--- config.mk ---
export PLATFORM = sky130hd
export DESIGN_NAME = seq_magnitude_comparator
export DESIGN_NICKNAME = d
export VERILOG_FILES = /design/src/rtl/cmp_pkg.sv /design/src/rtl/cmp_digit_unit.sv /design/src/rtl/seq_magnitude_comparator.sv
export SDC_FILE = /design/constraint.sdc
export NUM_CORES = 1
export LEC_CHECK = 0
export CORE_ASPECT_RATIO = 1.2
export CORE_MARGIN = 4
export CORE_UTILIZATION = 56
export DETAILED_ROUTE_END_ITERATION = 8
export DONT_BUFFER_PORTS = 1
export GPL_TIMING_DRIVEN = 0
export PLACE_DENSITY = 0.79
export SYNTH_ARGS = -nofsm -noshare
export SYNTH_HDL_FRONTEND = slang
export SYNTH_SLANG_ARGS = --single-unit
--- constraint.sdc ---
create_clock -name clk -period 2.8 [get_ports clk]
set_clock_uncertainty 0.1 [all_clocks]
set_input_delay 0.56 -clock clk [delete_from_list [all_inputs] [get_ports clk]]
set_output_delay 0.56 -clock clk [all_outputs]
set_load 0.05 [all_outputs]
--- src/rtl/cmp_pkg.sv ---
// cmp_pkg: shared FSM state encoding, result struct and digit-count helper for seq_magnitude_comparator
package cmp_pkg;

    typedef logic [1:0] cmp_state_t;

    localparam cmp_state_t IDLE = 2'd0;
    localparam cmp_state_t SCAN = 2'd1;
    localparam cmp_state_t DONE = 2'd2;

    typedef struct packed {
        logic gt;
        logic lt;
        logic eq;
    } cmp_res_t;

    function automatic int cmp_ndig(input int width, input int digit_w);
        return width / digit_w;
    endfunction

endpackage

--- src/rtl/cmp_digit_unit.sv ---
// cmp_digit_unit: combinational unsigned compare of one digit, optionally inverting the MSBs (signed top digit)
module cmp_digit_unit #(
    parameter int DIGIT_W = 4
) (
    input  logic [DIGIT_W-1:0] da,
    input  logic [DIGIT_W-1:0] db,
    input  logic               flip_msb,
    output logic               gt,
    output logic               lt
);

    localparam logic [DIGIT_W-1:0] MSB = {1'b1, {(DIGIT_W-1){1'b0}}};

    logic [DIGIT_W-1:0] fa, fb;

    assign fa = flip_msb ? da ^ MSB : da;
    assign fb = flip_msb ? db ^ MSB : db;
    assign gt = fa > fb;
    assign lt = fa < fb;

endmodule

--- src/rtl/seq_magnitude_comparator.sv ---
// seq_magnitude_comparator: MSB-first digit-serial signed/unsigned comparator with early exit; CMP_MINMAX_EN adds min/max outputs
module seq_magnitude_comparator
    import cmp_pkg::*;
#(
    parameter  int WIDTH   = 16,
    parameter  int DIGIT_W = 4,
    localparam int NDIG    = cmp_ndig(WIDTH, DIGIT_W),
    localparam int IW      = (NDIG > 1) ? $clog2(NDIG) : 1,
    localparam int CW      = $clog2(NDIG + 1)
) (
    input  logic             clk,
    input  logic             rst,
    input  logic             in_valid,
    output logic             in_ready,
    input  logic [WIDTH-1:0] a,
    input  logic [WIDTH-1:0] b,
    input  logic             signed_mode,
    output logic             out_valid,
    input  logic             out_ready,
`ifdef CMP_MINMAX_EN
    output logic [WIDTH-1:0] min_val,
    output logic [WIDTH-1:0] max_val,
`endif
    output logic             gt,
    output logic             lt,
    output logic             eq,
    output logic [CW-1:0]    cycles
);

    if (WIDTH < 2 || WIDTH % DIGIT_W != 0) begin : g_bad_params
        $error("seq_magnitude_comparator: WIDTH must be >= 2 and a multiple of DIGIT_W");
    end

    cmp_state_t       state_q, state_d;
    logic [WIDTH-1:0] a_q, a_d, b_q, b_d;
    logic             sm_q, sm_d;
    logic [IW-1:0]    idx_q, idx_d;
    logic [CW-1:0]    cnt_q, cnt_d, cycles_q, cycles_d;
    cmp_res_t         res_q, res_d;
`ifdef CMP_MINMAX_EN
    logic [WIDTH-1:0] min_q, min_d, max_q, max_d;
`endif

    logic dgt, dlt;

    cmp_digit_unit #(.DIGIT_W(DIGIT_W)) u_digit (
        .da       (a_q[idx_q*DIGIT_W +: DIGIT_W]),
        .db       (b_q[idx_q*DIGIT_W +: DIGIT_W]),
        .flip_msb (sm_q && idx_q == IW'(NDIG - 1)),
        .gt       (dgt),
        .lt       (dlt)
    );

    // next-state: accept in IDLE, scan one digit per cycle, hold result until consumed
    always_comb begin
        state_d  = state_q;
        a_d      = a_q;
        b_d      = b_q;
        sm_d     = sm_q;
        idx_d    = idx_q;
        cnt_d    = cnt_q;
        res_d    = res_q;
        cycles_d = cycles_q;
`ifdef CMP_MINMAX_EN
        min_d    = min_q;
        max_d    = max_q;
`endif
        if (state_q == IDLE) begin
            if (in_valid) begin
                a_d     = a;
                b_d     = b;
                sm_d    = signed_mode;
                idx_d   = IW'(NDIG - 1);
                cnt_d   = '0;
                state_d = SCAN;
            end
        end else if (state_q == SCAN) begin
            if (dgt || dlt || idx_q == '0) begin
                res_d    = '{gt: dgt, lt: dlt, eq: !(dgt || dlt)};
                cycles_d = (dgt || dlt) ? cnt_q + CW'(1) : CW'(NDIG);
`ifdef CMP_MINMAX_EN
                min_d    = dgt ? b_q : a_q;
                max_d    = dlt ? b_q : a_q;
`endif
                state_d  = DONE;
            end else begin
                idx_d = idx_q - IW'(1);
                cnt_d = cnt_q + CW'(1);
            end
        end else if (out_ready) begin
            res_d    = '0;
            cycles_d = '0;
`ifdef CMP_MINMAX_EN
            min_d    = '0;
            max_d    = '0;
`endif
            state_d  = IDLE;
        end
    end

    // state and result registers with synchronous reset
    always_ff @(posedge clk) begin
        if (rst) begin
            state_q  <= IDLE;
            a_q      <= '0;
            b_q      <= '0;
            sm_q     <= 1'b0;
            idx_q    <= '0;
            cnt_q    <= '0;
            res_q    <= '0;
            cycles_q <= '0;
`ifdef CMP_MINMAX_EN
            min_q    <= '0;
            max_q    <= '0;
`endif
        end else begin
            state_q  <= state_d;
            a_q      <= a_d;
            b_q      <= b_d;
            sm_q     <= sm_d;
            idx_q    <= idx_d;
            cnt_q    <= cnt_d;
            res_q    <= res_d;
            cycles_q <= cycles_d;
`ifdef CMP_MINMAX_EN
            min_q    <= min_d;
            max_q    <= max_d;
`endif
        end
    end

    assign in_ready  = state_q == IDLE;
    assign out_valid = state_q == DONE;
    assign gt        = res_q.gt;
    assign lt        = res_q.lt;
    assign eq        = res_q.eq;
    assign cycles    = cycles_q;
`ifdef CMP_MINMAX_EN
    assign min_val   = min_q;
    assign max_val   = max_q;
`endif

endmodule

Word level (Yosys, flattened, before mapping)
Index checks and enable logic that the tools add are counted.
{ "word_totals": {"output_inout_bits": 8, "input_bits": 37, "ff_bits": 46} }
{ "op_classes": {"reduce_logical": 13, "magnitude_cmp": 2, "add_sub_neg": 2, "muxes": 21, "n_eq_ne": 7, "n_bitwise": 3, "n_shift": 2} }
{ "ops": {"columns": ["op", "count"], "rows": [
  ["$shiftx 16x5->4", 2],
  ["$mux 3", 10],
  ["$mux 2", 9],
  ["$reduce_and 3->1", 3],
  ["$mux 4", 2],
  ["$eq 2x2->1 const B", 2],
  ["$gt 4x4->1", 1],
  ["$logic_not 2->1", 2],
  ["$lt 4x4->1", 1],
  ["$ne 2x2->1 const B", 2],
  ["$reduce_bool 2->1", 2],
  ["$add 3x1->3 const B", 1],
  ["$ne 3x2->1 const B", 1],
  ["$not 1->1", 3],
  ["$reduce_bool 3->1", 1],
  ["$eq 2x1->1 const B", 1],
  ["$logic_or 1x1->1", 2],
  ["$ne 2x1->1 const B", 1],
  ["$reduce_and 2->1", 1],
  ["$sub 2x1->2 const B", 1],
  ["$logic_and 1x1->1", 1],
  ["$logic_not 1->1", 1]
]} }

Longest topological paths before layout
Gate-level depths: netlist of run 1.
{ "depth": {"depth_word": 9, "ltp_mapped": 9, "depth_no_buf": 8} }

By module
A second synthesis of run 1 with hierarchy kept.
{ "unflattened": {"cells_unflattened": 245, "area_unflattened_um2": 2158.3} }
{ "modules_own_cells": {"columns": ["mod", "area_each_um2", "cells_each", "instances"], "rows": [
  ["seq_magnitude_comparator", 2030.7, 229, 1],
  ["cmp_digit_unit", 127.6, 16, 1]
]} }

Worst setup path after synthesis of run 1
Ideal clock, no wire load.
{ "synth_timing": {"kind": "register to register", "from": "reg idx_q[0]", "to": "reg state_q[0]", "synth_period_minus_slack_ps": 2738, "setup_slack_ps": 62, "stages_incl_launch_ff": 10, "t_arrival_ps": 2505, "path_cell_list": "dfxtp_1 buf_2 mux4_2 xnor2_1 ha_1 a21o_1 o311a_4 buf_6 o21ai_0 a21oi_1"} }
{ "synth_via": {"elab_chain_cells": 8} }
{ "synth_lines": {"columns": ["item", "line", "text"], "rows": [
  ["from (decl)", "seq_magnitude_comparator.sv:37", "logic [IW-1:0] idx_q, idx_d;"],
  ["from (signal assigned)", "seq_magnitude_comparator.sv:121", "idx_q <= idx_d;"],
  ["$shiftx 16x5->4 (tied with other cells)", "seq_magnitude_comparator.sv:47", ".da (a_q[idx_q*DIGIT_W +: DIGIT_W]),"],
  ["$not 1->1 (no source line) / $logic_and 1x1->1 (equally long branches)", null, null],
  ["$mux 4, on equally long branches", "cmp_digit_unit.sv:16, cmp_digit_unit.sv:17", null],
  ["$gt 4x4->1 / $lt 4x4->1 (equally long branches)", "cmp_digit_unit.sv:18, cmp_digit_unit.sv:19", null],
  ["$logic_or 1x1->1", "seq_magnitude_comparator.sv:78", "if (dgt || dlt || idx_q == '0) begin"],
  ["$logic_or 1x1->1 *", "seq_magnitude_comparator.sv:78", null],
  ["$ne 3x2->1 (no source line) *", null, null],
  ["$reduce_and 3->1 (no source line) *", null, null],
  ["to (signal assigned)", "seq_magnitude_comparator.sv:117", "state_q <= state_d;"],
  ["to (decl)", "seq_magnitude_comparator.sv:34", "cmp_state_t state_q, state_d;"]
]} }
Every way passes the cells marked *; elsewhere a longest branch is shown, timed or not.
A chain may end at the register's enable or synchronous reset.

Worst setup path in the final report of run 1
Same ends and word-level chain as after synthesis.

==> results of run 1 <==
## what timing repair did
action / in CTS / in global routing
buffers inserted: 3 / 0
pin swaps: 0 / 0
resized for setup: 2 / 2
setup endpoints to repair: 10 / 5
endpoints found under the hold margin: 0 / 0
## kinds of logic after synthesis
| family | synth area share [%] |
|---|---|
| simple gates | 19.5 |
| xor+xnor | 1.25 |
| buf+inv | 4.81 |
| flops | 43.7 |
| mux | 8.56 |
| fa+ha+maj | 4.16 |
| compound gates | 17.9 |
## power by group
part | switching (mW) | internal (mW) | total (mW)
combinational | 0.174 | 0.124 | 0.298
sequential | 0.0551 | 0.701 | 0.756
clock | 0.226 | 0.266 | 0.492
## area by class of cell
class                      count  area share, %
multi-input combinational    173           46.9
buffer                        16           3.68
sequential                    46           39.9
tap                           52           2.82
clock inverter                 2           1.62
clock buffer                   6           3.14
inverter                       6          0.975
timing repair buffer           3          0.975
## metal layers
layer | wire [um] | share of wire [%] | up-vias
met5 | 0 | 0 | -
met4 | 60 | 1.3 | 0
met3 | 241 | 5.4 | 5
met2 | 2220 | 50 | 41
met1 | 1940 | 43 | 798
li1 | - | - | 846
## through the flow
step	cell area (um^2)	worst slack [ps]	utilization, %	hold WS (ps)	setup TNS, ps
global route	2310	3.90	63.6	264	0
finish	2310	127	63.6	278	0
floorplan	2110	62.4	-	333	0
detailed placement	2170	-145	59.7	344	-966
CTS	2310	64.3	63.6	272	0
global placement	2170	-140	59.7	339	-772
## worst max path at each step
stage                     startpoint                      end  slack, ps  depth (start not counted)
2_1_floorplan  idx_q[0]$_SDFFE_PP0P_  state_q[0]$_SDFFE_PP0P_         60                          9
3_5_place_dp   idx_q[0]$_SDFFE_PP0P_   cycles[0]$_SDFFE_PP0P_       -140                          9
3_3_place_gp   idx_q[0]$_SDFFE_PP0P_  state_q[0]$_SDFFE_PP0P_       -140                          9
5_1_grt        idx_q[0]$_SDFFE_PP0P_  state_q[0]$_SDFFE_PP0P_          4                          9
4_1_cts        idx_q[0]$_SDFFE_PP0P_   cycles[0]$_SDFFE_PP0P_         60                          9
6_report       idx_q[0]$_SDFFE_PP0P_  state_q[0]$_SDFFE_PP0P_        130                          9
## cell usage in the layout (no fill, tap or decap), types with 2 or more instances in the layout
cell type and instances:
a21oi_1 42, buf_6 2, and2_1 2, inv_1 6, nor3b_1 2, buf_2 5, clkbuf_1 9, nand2_1 71
nand3b_1 2, buf_4 4, nor2b_1 4, nand3_1 2, nor3_1 4, mux4_2 8, ha_1 7, clkbuf_8 5
o21ai_0 4, nor2_1 4, dfxtp_1 45, a211oi_1 3, xor2_1 2
## registers in the layout (all words and copies together), names as in the netlist
signal   cells
state_q      2
eq           1
sm_q         1
lt           1
cnt_q        3
b_q         16
cycles       3
idx_q        2
a_q         16
gt           1
## critical path, delay by kind of cell (launching register included)
family / cells / cell delay (ps)
compound gates: 4 / 830
xor+xnor: 1 / 140
fa+ha+maj: 1 / 340
buf+inv: 2 / 280
flops: 1 / 370
mux: 1 / 500
==> run summary, run 1 <==
Seq cells post-synth -> 46
final hold vios -> 0
initial antenna violation count -> 0
average size of a mapped cell -> 8.74 um^2
Core Region -> 3630 um^2
Final Total Pwr -> 1.55 mW
vias in the first global route -> 1,577
Pleak -> 0.860 nW
num ports -> 45
TritonRoute pass-1 iters -> 5
die width -> 64.0 um
post-layout minimum cycle time -> 2670 ps
YS warnings -> 0
pwr dens -> 669 nW/um^2
synth top area cells -> dfxtp_1 44%, nand2_1 13%, a21oi_1 10%, mux4_2 8.6%, ha_1 4.2%
met1 usage -> 24.9%
GRT busiest layer -> met2
Worst path max stage delay -> 500 ps
WL final -> 4460 um
Reg area -> 922 um^2
Max clock buf depth -> 2
# hold bufs at CTS -> 0
maximum vdd drop -> 0.000477 V
final global-route overflow total -> 0
Synth Flop Type -> dfxtp_1
Initial DRC Count -> 68
most numerous cell on the critical path -> buf_6
Post-synth top cells -> 71 x nand2_1, 46 x dfxtp_1, 42 x a21oi_1, 8 x clkbuf_1, 8 x mux4_2
GR Util All Layers -> 20.0%
number of standard cells in the final layout excluding fillers -> 304
most instantiated library cell after synthesis -> nand2_1
# setup viols final -> 0
largest net degree at the start of global routing -> 15
M2 GR Usage -> 33.1%
# fillers -> 319
ANT nets after route -> 0
status -> finished clean
worst r2r dst -> state_q[0]$_SDFFE_PP0P_
Worst EP required -> 2880 ps
Vias/cell -> 5.56
final HPWL from detailed placement -> 3290 um
clock root buffer -> clkbuf_8
worst slew pin tran -> 993 ps
reg2reg setup slack -> 130 ps
Worst Path Arrival -> 2750 ps
placed insts -> 293
Gate Count Post-Synth -> 241
setup repair after global routing missed its margin -> false
diode count -> 0
Worst-path clk slew -> 80 ps
Syn Nets -> 285
Vias -> 1,690
Yosys top cell by area -> dfxtp_1
Worst Hold End -> b_q[2]$_SDFFE_PP0P_
worst skew pair latency -> 310 ps
CTS Buf Count -> 5
area growth from synthesis to final layout -> 9.74%
Die Area -> 4810 um^2
Hold Crit Start -> b[2]
nets@finish -> 295
max cap viols -> 0
CTS tree -> yes
global placer's final weighted congestion -> 0.843
met3 global-route usage -> 5.67%
layout cell share with drive strength beyond 1 -> 13.1%
number of synthesized flops with an enable pin -> 0
clk sinks -> 46
asr flop ratio synth -> 0%
DR DRC count -> 0
CP Launch Type -> register
worst-path cell chain -> buf_6 -> mux4_2 -> xnor2_1 -> ha_1 -> a21o_1 -> o311a_4 -> buf_6 -> o21ai_0 -> a21oi_1
routed len/inst -> 14.7 um
min-delay worst type -> in2reg
worst-path maximum fanout -> 10
post-synth cell types -> 35
first-pass GRT wire length -> 7290 um
Hold Path Stages -> 2
Critical R2R Launch -> idx_q[0]$_SDFFE_PP0P_
R2R depth -> 9
area of the multi-input gates -> 1080 um^2
Crit. End Element -> register
max_slew headroom -> 33.5%
cell row count -> 24
H-tree depth -> 2
die span in y -> 75.2 um
Starting Density -> 58.0%
pins over their slew limit -> 0
Final Cycle Share -> 95.4%
Mapped Area -> 2110 um^2
Seq/Total Area, Yosys -> 43.7%
PortBufs -> 0
fmax -> 374 MHz
area share of the largest cell type after synthesis -> 43.7%
type of the worst setup path -> reg2reg
slowest CP cell -> mux4_2
Note: power is estimated with default switching activity, not from simulation.
==> run 2, diff against run 1 <==
--- a/config.mk
+++ b/config.mk
@@ -12,6 +12,7 @@
 export DONT_BUFFER_PORTS = 1
 export GPL_TIMING_DRIVEN = 0
 export PLACE_DENSITY = 0.79
+export SLEW_MARGIN = 10
 export SYNTH_ARGS = -nofsm -noshare
 export SYNTH_HDL_FRONTEND = slang
 export SYNTH_SLANG_ARGS = --single-unit
==> results of run 2 <==
Same layout as run 1: the final DEF is identical, and so are final timing and power.
==> run 3, diff against run 2 <==
==> constraint.sdc (replaced) <==
create_clock -name clk -period 2.8 [get_ports clk]
set_clock_uncertainty 0.1 [all_clocks]
set_input_delay 0.84 -clock clk [delete_from_list [all_inputs] [get_ports clk]]
set_output_delay 0.84 -clock clk [all_outputs]
set_load 0.05 [all_outputs]
==> results of run 3 <==
Same layout as run 1 (identical final DEF). Status: finished clean.
Among the figures that moved: hold slack 278 ps -> 355 ps; end point of the worst hold path b_q[2]$_SDFFE_PP0P_ -> a_q[2]$_SDFFE_PP0P_
==> RTL edit, RTL diff (settings of run 1) <==
The option `CMP_MINMAX_EN` is turned on by a define.
--- a/src/rtl/seq_magnitude_comparator.sv
+++ b/src/rtl/seq_magnitude_comparator.sv
@@ -1,4 +1,6 @@
 // seq_magnitude_comparator: MSB-first digit-serial signed/unsigned comparator with early exit; CMP_MINMAX_EN adds min/max outputs
+`define CMP_MINMAX_EN
+
 module seq_magnitude_comparator
     import cmp_pkg::*;
 #(
Function (old outputs only; new: max_val and min_val): kept (Yosys induction, for registers that start in step).
==> RTL edit against run 1 <==
Global-route usage is 4.1 points higher; design area up 67%; sequential cell count increased by 32; synthesized area grew 59%; setup slack got worse by 290 ps; clock power up 47%; highest routed layer unchanged; hold slack lost 33 ps; largest power group unchanged; total power up 87%; routed wire length rose by 91%; the run now ends with negative setup slack left; combinational power increased to 2.8 times the old value; sequential power grew 79%; core utilization up 3.5 points; first-iteration DRC count grew to 2.6 times the old value.
==> RTL edit: results (changes against run 1) <==
The count of distinct cell types in the synthesized netlist is 33 (was 35). The total via count after detailed routing was 2742 (was 1690). The number of global-route vias before repair was 2899 (was 1577). The final setup violation count came out at 36 (was 0). The fraction of met3 tracks used by global routing came out at 0.0603 (was 0.0567). The critical-path maximum fanout was 10 (unchanged). The number of antenna violations at the first check in global routing came out at 0 (unchanged). The clock tree root driver cell was sky130_fd_sc_hd__clkbuf_8 (unchanged).

The filler cell count in the final layout is 465 (was 319). The sequential fraction of the synthesis area came to 0.466 (was 0.437). Leading cell types by count after synthesis: sky130_fd_sc_hd__nand2_1, sky130_fd_sc_hd__dfxtp_1, sky130_fd_sc_hd__a21oi_1 (unchanged). The number of I/O port buffers was 0 (unchanged). The pre-CTS setup slack came out at -439 ps (was -145 ps).

The number of warnings issued by yosys came to 0 (unchanged). The net count after synthesis was 417 (was 285). The synthesized instance count is 373 (was 241).

The met1 capacity usage during global routing came out at 0.278 (was 0.249). The final-layout setup total negative slack came out at -4250 ps (was 0 ps). The CTS H-tree depth came out at 3 (was 2). The checks that failed: negative setup slack.

The global-route usage over all layers is 0.242 (was 0.200). Leading cell types by total area after synthesis: sky130_fd_sc_hd__dfxtp_1, sky130_fd_sc_hd__nand2_1, sky130_fd_sc_hd__mux2i_1 (was sky130_fd_sc_hd__dfxtp_1, sky130_fd_sc_hd__nand2_1, sky130_fd_sc_hd__a21oi_1). The number of iterations in the first detailed-routing pass was 4 (was 5). The tightest slew margin relative to the limit is 0.356 (was 0.335). The global-route met2 utilization came out at 0.416 (was 0.331). The smallest setup slack after layout was -160 ps (was 127 ps). The most used routing layer in global routing is met2 (unchanged). The maximum number of pins on one net before global-route repair came out at 12 (was 15).

The family with the most delay on the worst path is multiplexers (was compound AO/OA/AOI/OAI gates). The post-detailed-placement half-perimeter wirelength is 6.12 mm (was 3.29 mm). The number of vias per cell is 5.71 (was 5.56).

The placed standard-cell area came out at 3460 um2 (was 2170 um2). The later-pin clock latency in the skew report came out at 340 ps (was 310 ps). The maximum vdd drop was 0.000407 V (was 0.000477 V).

The share of cells above drive strength 1 came out at 0.158 (was 0.131). Outcome: complete, but fails checks (was completed). The number of cells in the design after placement came out at 453 (was 293). The wire length of the first global-routing pass was 13.7 mm (was 7.29 mm).

The initial DRC count is 175 (was 68). The last weighted congestion value of the routability-driven placer came out at 0.906 (was 0.843). The static leakage was 1.47 nW (was 0.860 nW). The critical-path cell with the highest stage delay is sky130_fd_sc_hd__mux4_2 (unchanged). The net count of the finished layout came out at 442 (was 295). The number of buffers inserted during clock tree synthesis is 9 (was 5). The post-detailed-route wirelength per cell came to 17.7 um (was 14.7 um). The arrival time of the worst setup path is 3090 ps (was 2750 ps). The fraction of synthesis flops using an asynchronous set or reset pin came out at 0 (unchanged).
## RTL edit: cell type report
cell class                      instances  area share
Inverter                                5     0.00487
Sequential cell                        78       0.406
Multi-Input combinational cell        267       0.447
Timing Repair Buffer                   14      0.0361
Clock inverter                          2     0.00260
Tap cell                               80      0.0260
Buffer                                 23      0.0383
Clock buffer                           11      0.0393
## RTL edit: kinds of logic (layout without fill, tap and decap cells)
group,count (synthesis),count (layout),synth area share
multiplexers,41,41,0.152
AO/OA/AOI/OAI,86,86,0.143
adder cells (fa/ha/maj),7,7,0.0262
flip-flops,78,78,0.466
XOR/XNOR,3,3,0.00785
AND/OR/NAND/NOR,130,130,0.165
buffers and inverters,28,55,0.0396
## RTL edit: layer usage
metal,routed length [um],share of wire
met1,3340,0.39
met2,4350,0.51
met3,559,0.066
met4,264,0.031
met5,0,0
## RTL edit: where the power goes
group	total, W	internal [W]	switching (W)	leakage, nW
Clock	0.000725	0.000353	0.000372	0.0869
Combinational	0.000823	0.000372	0.000452	0.748
Sequential	0.00135	0.00118	0.000169	0.636
Total	0.00290	0.00190	0.000993	1.47
## RTL edit: timing repair
| action | 4_1_cts | 5_1_grt |
|---|---|---|
| cloned | 0 | 1 |
| setup buffers | 11 | 2 |
| resized for setup | 9 | 21 |
| endpoints found under the hold margin | 0 | 0 |
| hold buffers | 0 | 0 |
| pin swaps | 4 | 3 |
| endpoints found under the setup margin | 43 | 42 |
## RTL edit: final timing paths
kind	start	end	slack [ps]
worst min-delay path	a[10]	a_q[10]$_SDFFE_PP0P_	250
worst min register to register	sm_q$_SDFFE_PP0P_	sm_q$_SDFFE_PP0P_	370
worst max register to register	idx_q[0]$_SDFFE_PP0P_	max_val[14]$_SDFFE_PP0P_	-160
worst max-delay path	idx_q[0]$_SDFFE_PP0P_	max_val[14]$_SDFFE_PP0P_	-160
## RTL edit: per-stage QoR
stage	util	hold WS [ps]	power [W]
3_3_place_gp	0.603	355	0.00204
3_5_place_dp	0.603	357	0.00206
6_report	0.671	246	0.00290
5_1_grt	0.671	245	0.00302
2_1_floorplan	-	337	0.00191
4_1_cts	0.653	237	0.00285
